### config.mk
export PLATFORM = sky130hd
export DESIGN_NAME = rotary_encoder_multi_flat
export DESIGN_NICKNAME = d
export VERILOG_FILES = /design/src/rtl/rotary_encoder_multi_if.sv /design/src/rtl/rotary_encoder_multi.sv /design/src/flat_wrapper.sv
export SDC_FILE = /design/constraint.sdc
export NUM_CORES = 1
export LEC_CHECK = 0
export ABC_AREA = 0
export BUFFER_PORTS_ARGS = -buffer_cell sky130_fd_sc_hd__buf_4
export CORE_MARGIN = 10
export CORE_UTILIZATION = 52
export CTS_CLUSTER_DIAMETER = 30
export DETAILED_ROUTE_END_ITERATION = 16
export GPL_TIMING_DRIVEN = 0
export MAX_ROUTING_LAYER = met4
export PLACE_DENSITY = 0.7
export SLEW_MARGIN = 20
export SYNTH_ARGS = -nofsm -noshare
export SYNTH_HDL_FRONTEND = slang
export SYNTH_SLANG_ARGS = --single-unit
export TNS_END_PERCENT = 30
### constraint.sdc
create_clock -name clk -period 12.2 [get_ports clk]
set_input_delay 0.61 -clock clk [delete_from_list [all_inputs] [get_ports clk]]
set_output_delay 0.61 -clock clk [all_outputs]
set_load 0.05 [all_outputs]
### src/rtl/rotary_encoder_multi_if.sv
// rotary_encoder_multi_if: encoder pins, per-channel load/clear controls and counter outputs.
interface rotary_encoder_multi_if #(
    parameter int NUM_CH       = 4,
    parameter int COUNTER_BITS = 8
);
    logic [NUM_CH-1:0]              encoder_clk;
    logic [NUM_CH-1:0]              encoder_dt;
    logic [NUM_CH-1:0]              encoder_sw;
    logic [NUM_CH-1:0]              counter_init;
    logic [NUM_CH*COUNTER_BITS-1:0] counter_in;
    logic [NUM_CH-1:0]              err_clr;
    logic [NUM_CH*COUNTER_BITS-1:0] counter_out;
    logic [NUM_CH-1:0]              counter_changed;
    logic [NUM_CH-1:0]              sw_pressed;
    logic [NUM_CH-1:0]              err_flag;

    modport master (
        output encoder_clk, encoder_dt, encoder_sw, counter_init, counter_in, err_clr,
        input  counter_out, counter_changed, sw_pressed, err_flag
    );

    modport slave (
        input  encoder_clk, encoder_dt, encoder_sw, counter_init, counter_in, err_clr,
        output counter_out, counter_changed, sw_pressed, err_flag
    );
endinterface

### src/rtl/rotary_encoder_multi.sv
// rotary_encoder_multi: multi-channel 4x quadrature encoder front-end with debounce, bounded counters and load.
// Defining ROTARY_ENCODER_ACCEL_EN adds a per-channel step accelerator.
module rotary_encoder_multi #(
    parameter int NUM_CH               = 4,
    parameter int COUNTER_BITS         = 8,
    parameter int DEBOUNCE_DELAY       = 100000,
    parameter int COUNTER_CLK_DECREASE = 1,
    parameter int STEP                 = 1,
    parameter int WRAP                 = 0,
    parameter int ACCEL_WINDOW         = 50000,
    parameter int ACCEL_MULT           = 4
) (
    input logic clk,
    input logic reset,
    rotary_encoder_multi_if.slave bus
);
    localparam int DBW = $clog2(DEBOUNCE_DELAY + 1);
    localparam int W = COUNTER_BITS + 32;
    localparam logic [W-1:0] MAXV = {32'd0, {COUNTER_BITS{1'b1}}};

    for (genvar i = 0; i < NUM_CH; i++) begin : g_ch
        logic [2:0] pins, meta, sync, deb;
        logic [1:0] s, p;
        logic signed [3:0] acc, acc_nx;
        logic fwd, rev, bad, detent, step_up, step_dn, err;
        logic inc, dec, load, chg;
        logic [COUNTER_BITS-1:0] cnt_q, cnt_nx, ld, up_v, dn_v;
        logic [W-1:0] d, sum, dif;

        // bit 2 = switch, bit 1 = A (clk pin), bit 0 = B (dt pin)
        assign pins = {bus.encoder_sw[i], bus.encoder_clk[i], bus.encoder_dt[i]};

        always_ff @(posedge clk or posedge reset)
            if (reset) begin
                meta <= '1;
                sync <= '1;
            end else begin
                meta <= pins;
                sync <= meta;
            end

        for (genvar j = 0; j < 3; j++) begin : g_db
            logic [DBW-1:0] cnt;
            logic q;
            always_ff @(posedge clk or posedge reset)
                if (reset) begin
                    cnt <= '0;
                    q   <= 1'b1;
                end else if (sync[j] == q) cnt <= '0;
                else if (cnt == DBW'(DEBOUNCE_DELAY - 1)) begin
                    cnt <= '0;
                    q   <= sync[j];
                end else cnt <= cnt + 1'b1;
            assign deb[j] = q;
        end

        assign s      = deb[1:0];
        assign fwd    = {p, s} == 4'b0010 || {p, s} == 4'b1011 || {p, s} == 4'b1101 || {p, s} == 4'b0100;
        assign rev    = {s, p} == 4'b0010 || {s, p} == 4'b1011 || {s, p} == 4'b1101 || {s, p} == 4'b0100;
        assign bad    = (s ^ p) == 2'b11;
        assign detent = (fwd | rev) && s == 2'b11;
        assign acc_nx = fwd ? (acc == 4'sd4 ? acc : acc + 4'sd1)
                      : rev ? (acc == -4'sd4 ? acc : acc - 4'sd1) : acc;

        always_ff @(posedge clk or posedge reset)
            if (reset) begin
                p       <= 2'b11;
                acc     <= '0;
                step_up <= 1'b0;
                step_dn <= 1'b0;
                err     <= 1'b0;
            end else begin
                p       <= s;
                step_up <= detent && acc_nx == 4'sd4;
                step_dn <= detent && acc_nx == -4'sd4;
                acc     <= (bad || detent) ? '0 : acc_nx;
                err     <= bad | (err & ~bus.err_clr[i]);
            end

`ifdef ROTARY_ENCODER_ACCEL_EN
        localparam int TW = $clog2(ACCEL_WINDOW + 1);
        logic [TW-1:0] tmr;
        always_ff @(posedge clk or posedge reset)
            if (reset) tmr <= TW'(ACCEL_WINDOW);
            else if (step_up | step_dn) tmr <= '0;
            else if (tmr != TW'(ACCEL_WINDOW)) tmr <= tmr + 1'b1;
        assign d = tmr < TW'(ACCEL_WINDOW) ? W'(STEP * ACCEL_MULT) : W'(STEP);
`else
        assign d = W'(STEP);
`endif

        // step_up is the clk-leading (A-first) direction
        assign inc    = COUNTER_CLK_DECREASE != 0 ? step_dn : step_up;
        assign dec    = COUNTER_CLK_DECREASE != 0 ? step_up : step_dn;
        assign ld     = bus.counter_in[i*COUNTER_BITS +: COUNTER_BITS];
        assign load   = bus.counter_init[i] | ~deb[2];
        assign sum    = {32'd0, cnt_q} + d;
        assign dif    = {32'd0, cnt_q} - d;
        assign up_v   = (WRAP == 0 && sum > MAXV) ? '1 : sum[COUNTER_BITS-1:0];
        assign dn_v   = (WRAP == 0 && d > {32'd0, cnt_q}) ? '0 : dif[COUNTER_BITS-1:0];
        assign cnt_nx = load ? ld : inc ? up_v : dec ? dn_v : cnt_q;

        always_ff @(posedge clk or posedge reset)
            if (reset) begin
                cnt_q <= '0;
                chg   <= 1'b0;
            end else begin
                cnt_q <= cnt_nx;
                chg   <= cnt_nx != cnt_q;
            end

        assign bus.counter_out[i*COUNTER_BITS +: COUNTER_BITS] = cnt_q;
        assign bus.counter_changed[i] = chg;
        assign bus.sw_pressed[i]      = ~deb[2];
        assign bus.err_flag[i]        = err;
    end
endmodule

### src/flat_wrapper.sv
// flat-port wrapper written by rule: the top's interface ports become plain ports
module rotary_encoder_multi_flat 
#(
    parameter int NUM_CH               = 4,
    parameter int COUNTER_BITS         = 8,
    parameter int DEBOUNCE_DELAY       = 100000,
    parameter int COUNTER_CLK_DECREASE = 1,
    parameter int STEP                 = 1,
    parameter int WRAP                 = 0,
    parameter int ACCEL_WINDOW         = 50000,
    parameter int ACCEL_MULT           = 4
)
  (clk, reset, bus_encoder_clk, bus_encoder_dt, bus_encoder_sw, bus_counter_init, bus_counter_in, bus_err_clr, bus_counter_out, bus_counter_changed, bus_sw_pressed, bus_err_flag);
  rotary_encoder_multi_if #(.NUM_CH(NUM_CH), .COUNTER_BITS(COUNTER_BITS)) bus_i ();
  input logic clk;
  input logic reset;
  input wire logic [$bits(bus_i.encoder_clk)-1:0] bus_encoder_clk;
  input wire logic [$bits(bus_i.encoder_dt)-1:0] bus_encoder_dt;
  input wire logic [$bits(bus_i.encoder_sw)-1:0] bus_encoder_sw;
  input wire logic [$bits(bus_i.counter_init)-1:0] bus_counter_init;
  input wire logic [$bits(bus_i.counter_in)-1:0] bus_counter_in;
  input wire logic [$bits(bus_i.err_clr)-1:0] bus_err_clr;
  output wire logic [$bits(bus_i.counter_out)-1:0] bus_counter_out;
  output wire logic [$bits(bus_i.counter_changed)-1:0] bus_counter_changed;
  output wire logic [$bits(bus_i.sw_pressed)-1:0] bus_sw_pressed;
  output wire logic [$bits(bus_i.err_flag)-1:0] bus_err_flag;
  assign bus_i.encoder_clk = bus_encoder_clk;
  assign bus_i.encoder_dt = bus_encoder_dt;
  assign bus_i.encoder_sw = bus_encoder_sw;
  assign bus_i.counter_init = bus_counter_init;
  assign bus_i.counter_in = bus_counter_in;
  assign bus_i.err_clr = bus_err_clr;
  assign bus_counter_out = bus_i.counter_out;
  assign bus_counter_changed = bus_i.counter_changed;
  assign bus_sw_pressed = bus_i.sw_pressed;
  assign bus_err_flag = bus_i.err_flag;
  rotary_encoder_multi #(.NUM_CH(NUM_CH), .COUNTER_BITS(COUNTER_BITS), .DEBOUNCE_DELAY(DEBOUNCE_DELAY), .COUNTER_CLK_DECREASE(COUNTER_CLK_DECREASE), .STEP(STEP), .WRAP(WRAP), .ACCEL_WINDOW(ACCEL_WINDOW), .ACCEL_MULT(ACCEL_MULT)) u_core (.clk(clk), .reset(reset), .bus(bus_i));
endmodule
# After elaboration in Yosys (flattened, before gate mapping)
# Cells that the tools add are included.
# Widths: inputs -> output; s select.
dict set report word_totals {
  regBits 312
  input_bits 54
}
dict set report classes {
  n_addsub 28
  n_lt_le_gt_ge 8
  eq_ne 84
  n_mux 64
  n_bitwise 40
  n_reduce_logical 52
}
# operator n
set ops {}
lappend ops {{$mux 17} 24}
lappend ops {{$add 17x1->17 const B} 12}
lappend ops {{$eq 17x17->1 const B} 12}
lappend ops {{$gt 40x8->1 const B} 4}
lappend ops {{$mux 8} 20}
lappend ops {{$eq 4x4->1 const B} 24}
lappend ops {{$mux 4} 20}
lappend ops {{$eq 4x3->1 const B} 16}
lappend ops {{$add 8x1->9 const B} 4}
lappend ops {{$eq 4x2->1 const B} 8}
lappend ops {{$gt 1x8->1 const A} 4}
lappend ops {{$ne 8x8->1} 4}
lappend ops {{$sub 8x1->8 const B} 4}
lappend ops {{$logic_or 1x1->1} 28}
lappend ops {{$reduce_and 2->1} 12}
lappend ops {{$not 1->1} 20}
lappend ops {{$add 4x2->4 const B} 4}
lappend ops {{$eq 2x2->1 const B} 8}
lappend ops {{$sub 4x2->4 const B} 4}
lappend ops {{$eq 1x1->1} 12}
lappend ops {{$logic_and 1x1->1} 12}
lappend ops {{$or 1x1->1} 12}
lappend ops {{$xor 2x2->2} 4}
lappend ops {{$and 1x1->1} 4}

# Depth between registers and ports, before layout
# Gate-level depths: netlist (run 1).
dict set report depth {
  ltp_word 8
  depth_mapped 10
  mapped_depth_nobuf 8
}

# Least setup slack after synthesis (run 1)
# Ideal clock, no wire load.
dict set report synth_timing {
  kind {register to register}
  startpoint {register u_core.g_ch[0].cnt_q[0]}
  endpoint {register u_core.g_ch[0].chg}
  setup_ns 0.138
  arrival_ns 2.473
  t_required_ns 12.062
  setup_slack_ns 9.589
  path_stages_with_launch 11
  n_path_buf 2
  period_less_slack_ns 2.611
  cell_sequence {dfrtp_1 clkbuf_1 inv_1 ha_1 nand4bb_4 or4_1 buf_2 a221oi_4 xnor2_1 o211a_1 nand4_1}
}
dict set report synth_via {
  elab_chain_len 6
}
# item line_no
set synth_rtl {}
lappend synth_rtl {{start: declaration} rotary_encoder_multi.sv:27} ;# logic [COUNTER_BITS-1:0] cnt_q, cnt_nx, ld, up_v, dn_v;
lappend synth_rtl {{start signal: assignment} rotary_encoder_multi.sv:108} ;# cnt_q <= cnt_nx;
lappend synth_rtl {{$add 8x1->9 (tied with other cells)} rotary_encoder_multi.sv:97} ;# assign sum = {32'd0, cnt_q} + d;
lappend synth_rtl {{$gt 40x8->1 / $mux 8 (equally long branches)} {rotary_encoder_multi.sv:99, rotary_encoder_multi.sv:100}}
lappend synth_rtl {{$mux 8, on equally long branches} {rotary_encoder_multi.sv:99, rotary_encoder_multi.sv:101}}
lappend synth_rtl {{$mux 8 (2 in series)} rotary_encoder_multi.sv:101} ;# assign cnt_nx = load ? ld : inc ? up_v : dec ? dn_v : cnt_q;
lappend synth_rtl {{$ne 8x8->1 (*)} rotary_encoder_multi.sv:109} ;# chg <= cnt_nx != cnt_q;
lappend synth_rtl {{end signal: assignment} rotary_encoder_multi.sv:109}
lappend synth_rtl {{end: declaration} rotary_encoder_multi.sv:26} ;# logic inc, dec, load, chg;
# Every way passes the cells marked *; elsewhere a longest branch is shown, timed or not.
# A chain may end at the register's enable or synchronous reset.

# Final worst setup path (run 1)
dict set report layout_timing {
  startpoint {register u_core.g_ch[1].cnt_q[0]}
  endpoint {register u_core.g_ch[1].chg}
}
dict set report layout_via {
  elab_chain_len 6
}
# item line_no
set layout_rtl {}
lappend layout_rtl {{start: declaration} rotary_encoder_multi.sv:27}
lappend layout_rtl {{start signal: assignment} rotary_encoder_multi.sv:108}
lappend layout_rtl {{$add 8x1->9 (tied with other cells)} rotary_encoder_multi.sv:97}
lappend layout_rtl {{$gt 40x8->1 / $mux 8 (equally long branches)} {rotary_encoder_multi.sv:99, rotary_encoder_multi.sv:100}}
lappend layout_rtl {{$mux 8, on equally long branches} {rotary_encoder_multi.sv:99, rotary_encoder_multi.sv:101}}
lappend layout_rtl {{$mux 8 (2 in series)} rotary_encoder_multi.sv:101}
lappend layout_rtl {{$ne 8x8->1 (*)} rotary_encoder_multi.sv:109}
lappend layout_rtl {{end signal: assignment} rotary_encoder_multi.sv:109}
lappend layout_rtl {{end: declaration} rotary_encoder_multi.sv:26}
# Marked as above.

==> metrics.md, run 1 <==
| Metric | Value |
|---|---|
| Status | complete, no violations |
| H-tree depth | 3 |
| Avg Cell Area, Syn | 9.28 um2 |
| Pleak | ~9 nW |
| Worst path cell trace | buf_2 > inv_1 > ha_1 > nor4b_2 > nand2_1 > and2_1 > o311ai_0 > o2111ai_1 |
| Post-Synth XOR/XNOR Area | 0.134 |
| CP Max Fanout | 10 |
| Average routed wire per standard cell | ~15 um |
| Max cap viols | 0 |
| M1 wire length | approximately 17 mm |
| Io pins | between 90 and 100 |
| Main combinational cell family by area after synthesis | simple AND/OR/NAND/NOR gates |
| Buffers on Ports | between 90 and 100 |
| Setup ws final | approximately 9400 ps |
| EDFF count, synth | 0 |
| Post-Route WL | around 37 mm |
| CTS tree | yes |
| Cells after Synth | between 1500 and 2000 |
| Synth Cell Area | ~17000 um2 |
| Peak VDD IR | 116 uV |
| Die Area | between 40000 and 50000 um2 |
| Pins Over Slew Limit | 0 |
| Num CTS Buffers | 76 |
| Startpoint types | register |
| Slew margin rel. | 0.468 |
| Synth cell types | 81 |
| Int Power | 2.56 mW |
| Area contributors post-synth | dfrtp_1 40%, xor2_1 7.6%, nor2_1 7.2% |
| Post-CTS setup buffer count | 0 |
| P per Cell Area | 158 nW/um2 |
| Longest Clk Path Bufs | 3 |
| Vias in the first global route | roughly 14000 |
| Final Cycle Share | 0.229 |
| Via density | 5.44 |
| Seq/Total Area, Yosys | 0.464 |
| Clock period minus final worst setup slack | approximately 2800 ps |
| Post-DRT Antenna Nets | 0 |
| Clock Pin Slew Worst Setup and Hold Paths | approximately 50 ps |
| Root Driver | clkbuf_16 |
| Sw Ratio | 0.228 |
| Post-synth ARST share | 1.00 |
| Initial antenna violation count | 0 |
| Clk_skew | between 20 and 25 ps |
| Yosys warns | 0 |
| Hold WC Path Type | primary input to async pin |
| Biggest area consumer among synthesized cells | dfrtp_1 |
| Std-Cell Rows | 66 |
| Fmax | 0.359 GHz |
| WL met2 | roughly 18 mm |
| Final hold violation count | 0 |
| First-pass iteration count of the detailed router | 5 |
| Critical path required time | about 13000 ps |
| Complex-gate fraction of the synthesized area | 0.0878 |
| Fin nets | approximately 2100 |
| R2R Setup Slk | around 9400 ps |
| Top sig layer | met4 |
| Global placement routability congestion | approximately 0.9 |
| Gr usage total | 0.192 |
| WL met3 | between 1.5 and 2 mm |
| Most frequent cells after synthesis | 323 x nor2_1, 268 x dfrtp_1, 147 x xor2_1 |
| Synth Flop Type | dfrtp_1 |
| Seq cells post-synth | approximately 310 |
| Final setup viols | 0 |
| Worst Max-Slew Pin Slew | between 700 and 800 ps |
| Sw power | 0.756 mW |
| 1st-iter DRT viols | between 800 and 900 |
| Post-synth top area share | 0.396 |
| Combinational share of power | 0.048 |
| Crit path largest cell delay | between 500 and 600 ps |
| Syn-to-layout area delta | 23.9% |
| Clk_lat worst skew | 580 ps |
| First-pass GRT wire length | 65.0 mm |
| Die height | around 200 um |
| Setup_tns | 0 ps |
| Mapped Nets | 1908 |
| DP HPWL | approximately 26 mm |
| Cell family with most CP delay | simple AND/OR/NAND/NOR gates |
| Place WS | ~9500 ps |
| Slowest cell on the critical path | o311ai_0 |
| Reg power frac | 0.326 |
| CTS resizes | 0 |
| Mux cell area share after synthesis | 0.0146 |
| Hold Buf Count CTS | 0 |
| Residual DRC | 0 |
| Via count | between 10000 and 15000 |
| Core area | approximately 32000 um2 |
| Initial core utilization | 0.523 |
| Clk sinks | roughly 310 |
| Crit Path Class | register to register |
| Clock power share | 0.626 |
| Largest net degree at the start of global routing | between 90 and 100 |
| RSZ-0062 raised after global routing | no |
| Most common cell in the netlist | nor2_1 |
| Crit path buffers/inverters | 2 |
| Simple-gate area share of the yosys netlist | 0.242 |
| CP Capture Type | register |
| N_diodes | 0 |
| Layout cells sized above 1 | 0.170 |
| Die extent in x | 200 um |
| Grt ovf | 0 |
| Post-synthesis adder-cell area fraction | 0.0207 |
| Critical path arrival | 3200 ps |
-- routing by layer --
layer,track usage,up-vias
li1,-,6693
met1,0.247,6568
met2,0.299,304
met3,0.0366,75
met4,0.0657,0
met5,-,-
-- path summary, 6_finish.rpt --
kind                                                   startpoint                                       to  cells after the start
worst min-delay path                                        reset  u_core.g_ch[1].g_db[0].cnt[0]$_DFF_PP0_                      2
worst max register to register  u_core.g_ch[1].cnt_q[0]$_DFF_PP0_             u_core.g_ch[1].chg$_DFF_PP0_                      8
max in group asynchronous                                   reset     u_core.g_ch[1].g_db[2].q$_DFFE_PP1P_                      4
min in group clk                               bus_encoder_clk[1]         u_core.g_ch[1].meta[1]$_DFF_PP1_                      1
worst min register to register   u_core.g_ch[0].meta[2]$_DFF_PP1_         u_core.g_ch[0].sync[2]$_DFF_PP1_                      0
worst max-delay path            u_core.g_ch[1].cnt_q[0]$_DFF_PP0_             u_core.g_ch[1].chg$_DFF_PP0_                      8
-- cell type report --
cell class | count | area, um2
flip-flops and latches | 312 | 7860
inverters | 59 | 229
multi-input cells | 1366 | 8450
plain buffers | 89 | 408
clock buffers | 87 | 1970
well taps | 442 | 553
fillers | 2663 | 11400
repair buffers | 100 | 811
clock inverters | 54 | 696
-- cells in the final DEF (no fill, tap or decap), types with 37 or more instances in the layout --
master	n
nand3_1	107
nand2_1	140
dfrtp_1	268
clkbuf_16	76
buf_4	107
xnor2_1	112
dfstp_2	44
a21oi_1	37
nand4_1	53
nor3_1	44
nor2_1	323
o21ai_0	44
inv_1	58
clkbuf_1	66
and3_1	49
xor2_1	147
-- through the flow --
stage | hold slack, ps | power [mW] | cells | util | cell area (um2)
floorplan | 345 | 1.20 | 1826 | - | 16900
global placement | 346 | 1.25 | 2365 | 0.563 | 18200
detailed placement | 347 | 1.26 | 2368 | 0.566 | 18300
CTS | 20.5 | 3.36 | 2509 | 0.648 | 21000
global route | 44.8 | 3.44 | 2509 | 0.648 | 21000
finish | 28.7 | 3.32 | 2509 | 0.648 | 21000
-- kinds of logic after synthesis --
group	count (synthesis)
fa+ha+maj	28
buf+inv	148
compound gates	217
xor+xnor	259
mux	22
simple gates	840
flops	312
-- power by group through the flow --
stage | Sequential, mW | Combinational [mW] | Clock (mW)
floorplan | 1.11 | 0.0895 | 0
global placement | 1.09 | 0.156 | 0
detailed placement | 1.09 | 0.162 | 0
CTS | 1.08 | 0.163 | 2.12
global route | 1.08 | 0.179 | 2.18
finish | 1.08 | 0.160 | 2.08
-- flip-flops by register name, indices dropped and copies added, names as in the netlist --
signal	cells
u_core.g_ch.dec	4
u_core.g_ch.g_db.q	12
u_core.g_ch.sync	12
u_core.g_ch.cnt_q	32
u_core.g_ch.g_db.cnt	204
u_core.g_ch.inc	4
u_core.g_ch.meta	12
u_core.g_ch.chg	4
u_core.g_ch.p	8
u_core.g_ch.acc	16
u_core.g_ch.err	4
(Power assumes the default switching activity.)
==> run 2: changes to the inputs <==
Settings changed: ABC_AREA 0 to 1.
Clock period 12.2 ns to 2.65 ns, I/O delays scaled along.
==> metrics.md, run 2 <==
| Metric | Value |
|---|---|
| 1st-iter DRT viols | 969 (was 861) |
| Post-synth top area share | 0.392 (was 0.396) |
| Root Driver | clkbuf_16 (unchanged) |
| Core area | 32500 um2 (was 32400 um2) |
| Num CTS Buffers | 74 (was 76) |
| Longest Clk Path Bufs | 3 (unchanged) |
| Crit path largest cell delay | 560 ps (was 510 ps) |
| CP Max Fanout | 6 (was 10) |
| Place WS | 317 ps (was 9510 ps) |
| CTS resizes | 0 (unchanged) |
| Placed inst area | 18600 um2 (was 18300 um2) |
| Critical path required time | 3090 ps (was 12610 ps) |
| Vias in the first global route | 15000 (was 13700) |
| Slew margin rel. | 0.572 (was 0.468) |
| Most common cell in the netlist | nand2_1 (was nor2_1) |
| Status | complete, no violations (unchanged) |
| Cell Count, Final, Fillers Out | 2925 (was 2509) |
| Reg-to-Reg Start | u_core.g_ch[3].cnt_q[0]$_DFF_PP0_ (was u_core.g_ch[1].cnt_q[0]$_DFF_PP0_) |
| Average routed wire per standard cell | 13.3 um (was 14.9 um) |
| Hold Buf Count CTS | 58 (was 0) |
| Global placement routability congestion | 0.898 (was 0.903) |
| Buffers on Ports | 97 (unchanged) |
| Residual DRC | 0 (unchanged) |
| Final Cycle Share | 0.871 (was 0.229) |
| Crit Path Class | register to register (unchanged) |
| Synth Cell Area | 17100 um2 (was 16900 um2) |
| Via count | 15100 (was 13600) |
| Yosys warns | 0 (unchanged) |
| H-tree depth | 3 (unchanged) |
| Mapped Nets | 2263 (was 1908) |
| Final hold violation count | 0 (unchanged) |
| N_diodes | 0 (unchanged) |
| Most common cell after layout, fill and taps aside | nand2_1 (was nor2_1) |
| Clk_lat worst skew | 570 ps (was 580 ps) |
| Pins Over Slew Limit | 0 (unchanged) |
| Initial core utilization | 0.526 (was 0.523) |
| Clk_skew | 16.1 ps (was 20.5 ps) |
| Cell family with most CP delay | buffers and inverters (was simple AND/OR/NAND/NOR gates) |
| Critical path arrival | 2750 ps (was 3200 ps) |
| R2R Setup Slk | 340 ps (was 9410 ps) |
| Synth cell types | 52 (was 81) |
| Hold WC Path Type | primary input to register (was primary input to async pin) |
| Die extent in x | 201 um (was 200 um) |
| Worst Max-Slew Pin Slew | 639 ps (was 789 ps) |
| DP HPWL | 27.1 mm (was 25.6 mm) |
| Clock period minus final worst setup slack | 2310 ps (was 2790 ps) |
| Slowest cell on the critical path | dlygate4sd3_1 (was o311ai_0) |
| Register area | 7860 um2 (unchanged) |
| Cell area after layout | 21900 um2 (was 21000 um2) |
| Inst Count DP | 2730 (was 2368) |
| Crit path buffers/inverters | 2 (unchanged) |
| Post-CTS setup buffer count | 0 (unchanged) |
| Post-DRT Antenna Nets | 0 (unchanged) |
| First-pass iteration count of the detailed router | 5 (unchanged) |
| Io pins | 98 (unchanged) |
| Syn-to-layout area delta | 27.6% (was 23.9%) |
| Commonest non-fill, non-tap cells in the layout | 490 x nand2_1, 292 x inv_1, 268 x dfrtp_1 (was 323 x nor2_1, 268 x dfrtp_1, 147 x xor2_1) |
| Layout fillers | 2631 (was 2663) |
| P per Cell Area | 703 nW/um2 (was 158 nW/um2) |
| Cells after Synth | 2181 (was 1826) |
| Startpoint of the worst hold path | bus_counter_init[0] |
| Seq/Total Area, Yosys | 0.459 (was 0.464) |
| Final setup viols | 0 (unchanged) |
| WP depth | 10 (was 8) |
| Fin nets | 2504 (was 2086) |
| Number of flip-flops in the largest register | 204 (unchanged) |
| Std-Cell Rows | 66 (unchanged) |
| Clk sinks | 312 (unchanged) |
| Multi-input logic area | 7960 um2 (was 8450 um2) |
| Fmax | 0.433 GHz (was 0.359 GHz) |
| Most flop-heavy register | u_core.g_ch.g_db.cnt (unchanged) |
| CP Capture Type | register (unchanged) |
| Pleak | 10.2 nW (was 9.16 nW) |
| Clock Pin Slew Worst Setup and Hold Paths | 40 ps (was 50 ps) |
| Most frequent cells after synthesis | 490 x nand2_1, 293 x inv_1, 268 x dfrtp_1 (was 323 x nor2_1, 268 x dfrtp_1, 147 x xor2_1) |
| CP Launch Point | u_core.g_ch[3].cnt_q[0]$_DFF_PP0_ (was u_core.g_ch[1].cnt_q[0]$_DFF_PP0_) |
| Setup_tns | 0 ps (unchanged) |
| Setup ws final | 341 ps (was 9410 ps) |
| Largest net degree at the start of global routing | 35 (was 95) |
| CP endpoint | u_core.g_ch[3].cnt_q[0]$_DFF_PP0_ (was u_core.g_ch[1].chg$_DFF_PP0_) |
| Seq cells post-synth | 312 (unchanged) |
| Layout cells sized above 1 | 0.171 (was 0.170) |
| Via density | 5.15 (was 5.44) |
| Avg Cell Area, Syn | 7.85 um2 (was 9.28 um2) |
| Max cap viols | 0 (unchanged) |
| Gr usage total | 0.198 (was 0.192) |
| Die Area | 40600 um2 (was 40200 um2) |
| Grt ovf | 0 (unchanged) |
| First-pass GRT wire length | 68.3 mm (was 65.0 mm) |
| Initial antenna violation count | 0 (unchanged) |
| RSZ-0062 raised after global routing | no (unchanged) |
| Reg2reg path depth | 10 (was 8) |
| Reg-to-reg endpoint | u_core.g_ch[3].cnt_q[0]$_DFF_PP0_ (was u_core.g_ch[1].chg$_DFF_PP0_) |
| Synth Flop Type | dfrtp_1 (unchanged) |
| Die height | 201 um (was 200 um) |
| Final Total Pwr | 15.4 mW (was 3.32 mW) |
| Startpoint types | register (unchanged) |
| Area contributors post-synth | dfrtp_1 39%, nand2_1 11%, dfstp_2 6.8% (was dfrtp_1 40%, xor2_1 7.6%, nor2_1 7.2%) |
| Post-synth ARST share | 1.00 (unchanged) |
| Peak VDD IR | 769 uV (was 116 uV) |
| Critical path's most frequent cell | nand2_1 |
| Post-Route WL | 38.8 mm (was 37.4 mm) |
| EDFF count, synth | 0 (unchanged) |
| Worst path cell trace | inv_1 > ha_1 > nand2_1 > nor2_2 > nand2_2 > o21ai_0 > nand2_1 > nand3_1 > o21ai_2 > dlygate4sd3_1 (was buf_2 > inv_1 > ha_1 > nor4b_2 > nand2_1 > and2_1 > o311ai_0 > o2111ai_1) |
| CTS tree | yes (unchanged) |
| Top flop regs | u_core.g_ch.g_db.cnt x204, u_core.g_ch.cnt_q x32, u_core.g_ch.acc x16 (unchanged) |
| Biggest area consumer among synthesized cells | dfrtp_1 (unchanged) |
[run 2: through the flow]
step           utilization  hold slack, ps
6_report             0.672            43.3
3_5_place_dp         0.572             180
2_1_floorplan            -             137
5_1_grt              0.672            38.6
3_3_place_gp         0.566             241
4_1_cts              0.672            17.1
[run 2: power breakdown]
part           internal [mW]  leakage, nW  switching [mW]
clock                   6.75         1.31            2.82
combinational          0.323         4.83           0.513
sequential              4.89         4.08          0.0833
total                   12.0         10.2            3.42
[run 2: how the worst min path moves through the flow]
stage	to	depth (start not counted)
after floorplan	u_core.g_ch[0].meta[0]$_DFF_PP1_	0
after global placement	u_core.g_ch[2].meta[0]$_DFF_PP1_	1
after detailed placement	u_core.g_ch[0].g_db[2].cnt[4]$_DFF_PP0_	2
after CTS	u_core.g_ch[3].cnt_q[2]$_DFF_PP0_	4
after global routing	u_core.g_ch[0].cnt_q[1]$_DFF_PP0_	4
final	u_core.g_ch[0].cnt_q[1]$_DFF_PP0_	4
[run 2: logic make-up (layout without fill, tap and decap cells)]
family          count (synthesis)  in the layout  share of synthesized area
fa+ha+maj                      28             28                     0.0205
mux                            11             11                    0.00716
buf+inv                       333            635                     0.0757
xor+xnor                       96             96                     0.0500
flops                         312            312                      0.459
compound gates                267            267                     0.0894
simple gates                 1134           1134                      0.298
[run 2: tightest hold or removal path, stage by stage]
cell     delay [ps]
buf_4            80
nor2_1          110
nand3_1         140
o21ai_1          90
[run 2: per-layer routing]
layer  routed length, um  up-vias  GRT usage
met4                1000        0     0.0781
met5                   0        -          -
met1               17800     7019      0.248
li1                    -     7598          -
met2               18200      368      0.315
met3                1830       75     0.0358
[run 2: cell type report]
class	instances	share of cell area
well taps	442	0.0253
plain buffers	26	0.00658
repair buffers	165	0.0690
multi-input cells	1536	0.364
flip-flops and latches	312	0.360
inverters	307	0.0529
clock inverters	44	0.0280
clock buffers	93	0.0941
==> run 3: changes to the inputs <==
Settings changed: ABC_AREA 1 to 0.
==> metrics.md, run 3 (synthesis results as in run 1) <==
| Metric | Value |
|---|---|
| Status | complete, no violations (unchanged) |
| Longest Clk Path Bufs | 3 (unchanged) |
| Inst Count DP | 2375 (was 2730) |
| Die extent in x | 200 um (was 201 um) |
| Layout cells sized above 1 | 0.168 (was 0.171) |
| Largest net degree at the start of global routing | 36 (was 35) |
| Post-DRT Antenna Nets | 0 (unchanged) |
| 1st-iter DRT viols | 775 (was 969) |
| Residual DRC | 0 (unchanged) |
| Clk_skew | 19.8 ps (was 16.1 ps) |
| Reg-to-Reg Start | u_core.g_ch[1].cnt_q[0]$_DFF_PP0_ (was u_core.g_ch[3].cnt_q[0]$_DFF_PP0_) |
| Fmax | 0.383 GHz (was 0.433 GHz) |
| Max cap viols | 0 (unchanged) |
| Num CTS Buffers | 70 (was 74) |
| Final hold violation count | 0 (unchanged) |
| CP Max Fanout | 10 (was 6) |
| Pins Over Slew Limit | 0 (unchanged) |
| Number of flip-flops in the largest register | 204 (unchanged) |
| Commonest non-fill, non-tap cells in the layout | 323 x nor2_1, 268 x dfrtp_1, 146 x xor2_1 (was 490 x nand2_1, 292 x inv_1, 268 x dfrtp_1) |
| Slew margin rel. | 0.562 (was 0.572) |
| R2R Setup Slk | 40 ps (was 340 ps) |
| Clock Pin Slew Worst Setup and Hold Paths | 40 ps (about the same) |
| N_diodes | 0 (unchanged) |
| Pleak | 9.36 nW (was 10.2 nW) |
| Reg-to-reg endpoint | u_core.g_ch[1].chg$_DFF_PP0_ (was u_core.g_ch[3].cnt_q[0]$_DFF_PP0_) |
| P per Cell Area | 689 nW/um2 (was 703 nW/um2) |
| DP HPWL | 26.0 mm (was 27.1 mm) |
| Average routed wire per standard cell | 14.7 um (was 13.3 um) |
| Layout fillers | 2587 (was 2631) |
| Gr usage total | 0.191 (was 0.198) |
| Most common cell after layout, fill and taps aside | nor2_1 (was nand2_1) |
| Critical path arrival | 3000 ps (was 2750 ps) |
| First-pass GRT wire length | 64.5 mm (was 68.3 mm) |
| Syn-to-layout area delta | 26.7% (was 27.6%) |
| Global placement routability congestion | 0.910 (was 0.898) |
| Placed inst area | 18400 um2 (was 18600 um2) |
| First-pass iteration count of the detailed router | 6 (was 5) |
| Io pins | 98 (unchanged) |
| Setup ws final | 38.9 ps (was 341 ps) |
| Most flop-heavy register | u_core.g_ch.g_db.cnt (unchanged) |
| Cell Count, Final, Fillers Out | 2549 (was 2925) |
| Final Cycle Share | 0.985 (was 0.871) |
| Startpoint of the worst hold path | bus_counter_init[2] (was bus_counter_init[0]) |
| Post-Route WL | 37.6 mm (was 38.8 mm) |
| Clk sinks | 312 (unchanged) |
| Final setup viols | 0 (unchanged) |
| Fin nets | 2137 (was 2504) |
| Clock period minus final worst setup slack | 2610 ps (was 2310 ps) |
| Hold WC Path Type | primary input to register (unchanged) |
| Std-Cell Rows | 66 (unchanged) |
| Place WS | -74.6 ps (was 317 ps) |
| CTS tree | yes (unchanged) |
| Initial core utilization | 0.523 (was 0.526) |
| Peak VDD IR | 757 uV (was 769 uV) |
| Grt ovf | 0 (unchanged) |
| Hold EP | u_core.g_ch[2].cnt_q[5]$_DFF_PP0_ (was u_core.g_ch[0].cnt_q[1]$_DFF_PP0_) |
| Reg2reg path depth | 10 (unchanged) |
| Die Area | 40200 um2 (was 40600 um2) |
| Via count | 13800 (was 15100) |
| Initial antenna violation count | 1 (was 0) |
| Buffers on Ports | 97 (unchanged) |
| Clk_lat worst skew | 560 ps (was 570 ps) |
| Core area | 32400 um2 (was 32500 um2) |
| CP Capture Type | register (unchanged) |
| Vias in the first global route | 13500 (was 15000) |
| Root Driver | clkbuf_16 (unchanged) |
| Via density | 5.40 (was 5.15) |
| Die height | 200 um (was 201 um) |
| Worst Max-Slew Pin Slew | 651 ps (was 639 ps) |
| Cell area after layout | 21500 um2 (was 21900 um2) |
| Hold path depth | 3 (was 4) |
| Startpoint types | register (unchanged) |
| Top flop regs | u_core.g_ch.g_db.cnt x204, u_core.g_ch.cnt_q x32, u_core.g_ch.acc x16 (unchanged) |
| Critical path required time | 3030 ps (was 3090 ps) |
| H-tree depth | 3 (unchanged) |
| Crit Path Class | register to register (unchanged) |
==> run 3: routing by layer <==
layer | wire length [um] | part of all wire | GRT usage | vias up
met4 | 641 | 0.017 | 0.0638 | 0
met5 | 0 | 0 | - | -
li1 | - | - | - | 6781
met1 | 17400 | 0.46 | 0.247 | 6582
met3 | 1900 | 0.050 | 0.0382 | 61
met2 | 17600 | 0.47 | 0.294 | 328
==> run 3: how the worst max path moves through the flow <==
stage / startpoint / to
finish: u_core.g_ch[1].cnt_q[0]$_DFF_PP0_ / u_core.g_ch[1].chg$_DFF_PP0_
global route: u_core.g_ch[1].cnt_q[0]$_DFF_PP0_ / u_core.g_ch[1].chg$_DFF_PP0_
CTS: u_core.g_ch[1].cnt_q[1]$_DFF_PP0_ / u_core.g_ch[1].chg$_DFF_PP0_
detailed placement: u_core.g_ch[1].cnt_q[0]$_DFF_PP0_ / u_core.g_ch[1].chg$_DFF_PP0_
global placement: reset / u_core.g_ch[2].g_db[0].cnt[12]$_DFF_PP0_
floorplan: reset / u_core.g_ch[0].acc[0]$_DFF_PP0_
==> run 3: report_power, final <==
| group | switching, mW | internal, mW | leakage, nW |
|---|---|---|---|
| sequential | 0.0857 | 4.89 | 4.08 |
| combinational | 0.493 | 0.338 | 4.08 |
| clock | 2.63 | 6.35 | 1.20 |
==> run 3: critical path, stage by stage (launching register included) <==
cell and delay, ps:
dfrtp_1 430, buf_2 220, inv_1 120, ha_2 250, nor4b_4 340, nor4b_2 90
o32ai_2 270, buf_4 180, mux2_4 300, nor3_2 110, o2111ai_1 140
==> run 3: timing repair <==
action,in CTS,in global routing
hold buffers,47,0
pin swaps,0,2
setup buffers,0,3
hold endpoints to repair,75,0
setup endpoints to repair,2,4
gates resized for setup,2,20
==> run 3: area by class of cell <==
| cell class | instances | area (um2) | area share |
|---|---|---|---|
| clock inverter | 32 | 504 | 0.0235 |
| tap | 442 | 553 | 0.0258 |
| clock buffer | 92 | 1970 | 0.0916 |
| timing repair buffer | 157 | 1430 | 0.0666 |
| sequential | 312 | 7860 | 0.366 |
| buffer | 89 | 417 | 0.0194 |
| multi-input combinational | 1366 | 8500 | 0.396 |
| inverter | 59 | 225 | 0.0105 |
==> run 3: stage by stage <==
step | hold slack (ps) | total power [mW] | setup TNS [ps] | utilization
after floorplan | 137 | 5.52 | -450860 | -
after global placement | 241 | 5.75 | -988130 | 0.563
after detailed placement | 172 | 5.81 | -89.7 | 0.569
final | 38.3 | 14.8 | 0 | 0.663
after CTS | 15.0 | 15.0 | 0 | 0.661
after global routing | 38.3 | 15.3 | -4.77 | 0.663
